--- config.mk ---
export PLATFORM = sky130hd
export DESIGN_NAME = barrett_reduce_pipe
export DESIGN_NICKNAME = d
export VERILOG_FILES = /design/src/rtl/barrett_reduce_pipe.sv
export SDC_FILE = /design/constraint.sdc
export NUM_CORES = 1
export LEC_CHECK = 0
export CAP_MARGIN = 0
export CORE_ASPECT_RATIO = 0.75
export CORE_MARGIN = 2
export CORE_UTILIZATION = 45
export CTS_CLUSTER_SIZE = 25
export DETAILED_ROUTE_END_ITERATION = 10
export PLACE_DENSITY = 0.64
export SETUP_SLACK_MARGIN = 0.15
export SLEW_MARGIN = 40
export SYNTH_ARGS = -nofsm -noshare
export SYNTH_HDL_FRONTEND = slang
export SYNTH_SLANG_ARGS = --single-unit
--- constraint.sdc ---
create_clock -name clk -period 16.39 [get_ports clk]
set_input_delay 2.4585 -clock clk [delete_from_list [all_inputs] [get_ports clk]]
set_output_delay 2.4585 -clock clk [all_outputs]
set_load 0.01 [all_outputs]
--- src/rtl/barrett_reduce_pipe.sv ---
// Pipelined, stallable Barrett reducer: dout = din mod Q, with a
// valid/ready stream and a tag that travels alongside each value.
//
// Ports:
//   clk, rst          rising-edge clock, synchronous active-high reset
//   in_valid/in_ready upstream handshake for din/in_tag
//   din, in_tag       value to reduce and its sideband tag
//   out_valid/out_ready downstream handshake for dout/out_tag
//   dout, out_tag     fully reduced result in [0, Q-1] and its tag
module barrett_reduce_pipe #(
  parameter int unsigned Q     = 829,
  parameter int unsigned QW    = 10,
  parameter int unsigned DIN_W = 2*QW-1,
  parameter int unsigned TAG_W = 4
) (
  input  logic             clk,
  input  logic             rst,
  input  logic             in_valid,
  output logic             in_ready,
  input  logic [DIN_W-1:0] din,
  input  logic [TAG_W-1:0] in_tag,
  output logic             out_valid,
  input  logic             out_ready,
  output logic [QW-1:0]    dout,
  output logic [TAG_W-1:0] out_tag
);

  localparam int unsigned PW = 2*QW+2;
  localparam int unsigned RW = QW+2;

  localparam longint unsigned MU_L =
    (64'd1 << (2*QW)) / 64'(Q);
  localparam logic [QW:0]    MU  = MU_L[QW:0];
  localparam logic [PW-1:0]  Q_P = PW'(Q);
  localparam logic [RW-1:0]  Q1R = RW'(Q);
  localparam logic [RW-1:0]  Q2R = RW'(2*Q);

  logic adv;

  logic             s1_v;
  logic [DIN_W-1:0] s1_a;
  logic [QW:0]      s1_q1;
  logic [TAG_W-1:0] s1_tag;

  logic             s2_v;
  logic [DIN_W-1:0] s2_a;
  logic [RW-1:0]    s2_t;
  logic [TAG_W-1:0] s2_tag;

  logic [PW-1:0] prod;
  logic [RW-1:0] t_nxt;
  logic [PW-1:0] tq;
  logic [PW-1:0] diff;
  logic [RW-1:0] r;
  logic [RW-1:0] red_w;
  logic [QW-1:0] red;

  // Whole pipeline moves as one unit; a held output freezes it.
  assign adv      = !out_valid || out_ready;
  assign in_ready = adv;

  // Quotient estimate: t = ((din >> QW) * MU) >> QW, full width.
  assign prod  = PW'(s1_q1) * PW'(MU);
  assign t_nxt = prod[PW-1:QW];

  // Remainder estimate lands in [0, 3Q-1], so the low RW bits
  // of the full-width difference are exact.
  assign tq   = PW'(s2_t) * Q_P;
  assign diff = PW'(s2_a) - tq;
  assign r    = diff[RW-1:0];

  always_comb begin
    red_w = r;
    if (r >= Q2R) begin
      red_w = r - Q2R;
    end else if (r >= Q1R) begin
      red_w = r - Q1R;
    end
  end

  assign red = red_w[QW-1:0];

  logic unused_bits;
  assign unused_bits = ^{prod[QW-1:0],
                         diff[PW-1:RW],
                         red_w[RW-1:QW]};

  always_ff @(posedge clk) begin
    if (rst) begin
      s1_v      <= 1'b0;
      s1_a      <= '0;
      s1_q1     <= '0;
      s1_tag    <= '0;
      s2_v      <= 1'b0;
      s2_a      <= '0;
      s2_t      <= '0;
      s2_tag    <= '0;
      out_valid <= 1'b0;
      dout      <= '0;
      out_tag   <= '0;
    end else if (adv) begin
      s1_v <= in_valid;
      if (in_valid) begin
        s1_a   <= din;
        s1_q1  <= (QW+1)'(din >> QW);
        s1_tag <= in_tag;
      end
      s2_v <= s1_v;
      if (s1_v) begin
        s2_a   <= s1_a;
        s2_t   <= t_nxt;
        s2_tag <= s1_tag;
      end
      out_valid <= s2_v;
      if (s2_v) begin
        dout    <= red;
        out_tag <= s2_tag;
      end
    end
  end

endmodule
# Word-level counts from Yosys, hierarchy flattened
# Index checks and enable logic that the tools add are counted.
totals:
  ff_bits: 70
  latch_bits: 0
  mem_bits_rw: 0
  mem_bits_ro: 0
  input_bits: 27
  word_cells: 25
  n_memories: 0
classes:
  add_sub_neg: 3
  multipliers: 2
  div_mod_pow: 0
  magnitude_cmp: 2
  n_eq_ne: 0
  shifts: 0
  mux: 2
  n_bitwise: 0
  n_reduce_logical: 5
op_table:
  columns: ["operator", "count"]
  rows:
  - ["10-bit two-way mux", 2]
  - ["10-bit subtractor, second input constant", 2]
  - ["9-bit by 7-bit multiplier with 16-bit output, second input constant", 1]
  - ["12-bit by 10-bit >= comparator with 1-bit output, second input constant", 1]
  - ["12-bit by 11-bit >= comparator with 1-bit output, second input constant", 1]
  - ["12-bit by 10-bit multiplier with 12-bit output, second input constant", 1]
  - ["12-bit subtractor", 1]
  - ["2-bit AND reduction", 3]
  - ["1-bit logical NOT", 1]
  - ["1-bit logical OR", 1]

# Depth between registers and ports, before layout
logic_depth:
  word_depth: 5
  ltp_mapped: 20
  ltp_nobuf: 19

# Worst setup path after synthesis
# OpenSTA, ideal clock, no wires.
synth_timing:
  path_kind: "input port to output port"
  from: "input port out_ready"
  to: "output port in_ready"
  t_arrival_ns: 2.789
  required_ns: 13.931
  setup_slack_ns: 11.142
  cell_stages: 2
  n_path_buf: 0
  cell_sequence: "nor2b_1 -> inv_1"
synth_between:
  elab_chain_cells: 1
synth_lines:
  columns: ["item", "line", "text"]
  rows:
  - ["from (decl)", "23", "input logic out_ready,"]
  - ["1-bit logical OR", "59", "assign adv = !out_valid || out_ready;"]
  - ["to (decl)", "19", "output logic in_ready,"]
# Every way passes these cells.

# Final worst setup path
# Ends and elaborated chain as after synthesis.

==> summary.txt <==
Status: finished clean
Post-Syn Nets: 854
Placed insts: 894
Number of CTS-inserted buffers: 9
RR Startpoint: s2_t[3]$_SDFFE_PP0P_
Total core area: 12800 um2
Final-layout fill cell count: 1235
Pre-CTS WS: 10.15 ns
Syn-to-layout area delta: 15.1%
Worst hold-check path type: reg -> reg
Initial Util: 0.456
Asr flop ratio synth: 0
Non-filler cells, final: 911
Commonest non-fill, non-tap cell in the layout: nand2_1
Clock latency on the worst-skew pair: 0.33 ns
Max-cap violation count: 0
Critical path peak fanout: 7
Worst Hold Depth: 2
CTS resizes: 0
Vias in the first global route: 4782
Hold Fails Final Rpt: 0
RSZ-0062 raised after global routing: false
Finish-stage setup viols: 0
Pins over their slew limit: 0
Yosys cell types: 62
Fin nets: 886
GRT overflow: 0
Synth Register Bits: 66
CTS tree: done
Hpwl dp: 10.4 mm
Final instance area: 6740 um2
Wire per inst: 14.6 um
Num rows: 36
Largest net degree at the start of global routing: 63
Share of the synthesized area in the top cell type: 0.226
Synth Warn #: 0
Total GRT Usage: 0.208
Worst Max-Slew Pin Slew: 0.782 ns
Ant. Diodes: 0
Worst Setup Slack, final: 10.12 ns
Crit. End Element: output port
Data arrival, critical path: 3.81 ns
Commonest non-fill, non-tap cells in the layout: nand2_1 (128), inv_1 (123), ha_1 (77)
CTS root buffer: clkbuf_16
Setup TNS: 0 ns
Mapped Area: 5860 um2
Sink Count: 66
Period utilisation layout: 0.382
Reg-to-reg slack, setup: 10.71 ns
Min-delay src: s1_a[2]$_SDFFE_PP0P_
Die height: 103 um
R2R Path End: dout[7]$_SDFFE_PP0P_
Post-synthesis sequential area ratio: 0.226
H-tree Lvls: 3
Port bufs: 42
Setup CP Type: in -> out
Initial antenna violation count: 0
Routed wire length: 13.3 mm
Syn Area/Cell: 8.33 um2
Worst path required time: 13.93 ns
Drt drc: 0
Area contributors post-synth: dfxtp_1 (23%), ha_1 (16%), fa_1 (16%), nand2_1 (8.3%), inv_1 (7.9%)
Register Area: 1320 um2
Post-synth EDFFs: 0
Fin crit period: 6.27 ns
Post-CTS Hold Fix Bufs: 0
Ys flop type: dfxtp_1
Rel. slew slack: 0.479
Share of layout cells above drive strength 1: 0.0473
Crit path launch type: input port
Initial drt markers: 186
Global-route wire length before repair: 23.0 mm
Clk pin slew, worst setup/hold paths: 0.06 ns
Endpoint of the worst hold path: s2_a[2]$_SDFFE_PP0P_
Antenna Nets Post-Route: 0
Io pins: 43
Setup Skew: 0.0111 ns
Worst R2R Path Depth: 17
Cells after Synth: 703
Post-CTS Setup Bufs: 0
Die width: 136 um
Fmax: 0.160 GHz
DR vias: 4769
Multi-input logic area: 3970 um2
Leading area contributor after synthesis: dfxtp_1
Detailed Routing Iterations Pass 1: 4
Die ar.: 14000 um2
GPL Wtd Cong: 0.909
Post-DP Area: 6390 um2
Via density per instance: 5.23
Max Root-Sink Buffers: 2
==> area by class of cell <==
type,count,area share
Inverter,123,0.0685
Multi-Input combinational cell,490,0.589
Clock inverter,7,0.0160
Sequential cell,66,0.196
Tap cell,171,0.0317
Clock buffer,9,0.0334
Timing Repair Buffer,45,0.0655
==> cell usage after synthesis (5+ instances only) <==
cell type  instances
nor2_1            18
inv_1            123
a21o_1            10
xor2_1            11
dfxtp_1           66
ha_1              77
o21ai_0           13
xnor2_1           20
clkbuf_1          18
and2_1             5
fa_1              47
o211ai_1           6
a211oi_1           6
nand3_1           12
nand2_1          129
a21oi_1           71
==> stage by stage <==
step	utilization	hold slack, ns
2_1_floorplan	-	0.432
3_3_place_gp	0.498	0.438
3_5_place_dp	0.498	0.445
4_1_cts	0.524	0.453
5_1_grt	0.525	0.479
6_report	0.525	0.453
==> logic make-up after synthesis <==
family	count (synthesis)	share of synthesized area
compound gates	138	0.153
buf+inv	147	0.0972
xor+xnor	33	0.0519
mux	1	0.00192
simple gates	194	0.146
flops	66	0.226
fa+ha+maj	124	0.325
==> how the worst max path moves through the flow <==
stage               from        to  slack [ns]  cells after the start
3_5_place_dp   out_ready  in_ready       10.15                      4
5_1_grt        out_ready  in_ready       10.04                      4
6_report       out_ready  in_ready       10.12                      4
4_1_cts        out_ready  in_ready       10.14                      4
2_1_floorplan  out_ready  in_ready       11.14                      2
3_3_place_gp   out_ready  in_ready       10.22                      4
==> routing by layer <==
| metal | track usage | up-vias | share of wire |
|---|---|---|---|
| li1 | - | 2362 | - |
| met1 | 0.302 | 2298 | 0.53 |
| met2 | 0.329 | 99 | 0.42 |
| met3 | 0.0354 | 10 | 0.045 |
| met4 | 0.0425 | 0 | 0.0080 |
| met5 | 0 | - | 0 |
==> worst max-delay path, stage by stage <==
cell and delay (ns):
clkdlybuf4s50_1 0.39, nor2b_1 0.26, inv_1 0.18, clkdlybuf4s50_1 0.52
==> sequential cells by signal (all words and copies together), names as in the netlist <==
signal and flops:
s1_v 1, s2_a 12, s2_tag 4, dout 10, s1_a 11, s2_v 1, s1_q1 8, s2_t 10
s1_tag 4, out_valid 1, out_tag 4
Power is left out: the tool's default activity adds up to more than one toggle a clock period on the data nets, which glitch-free logic cannot reach.
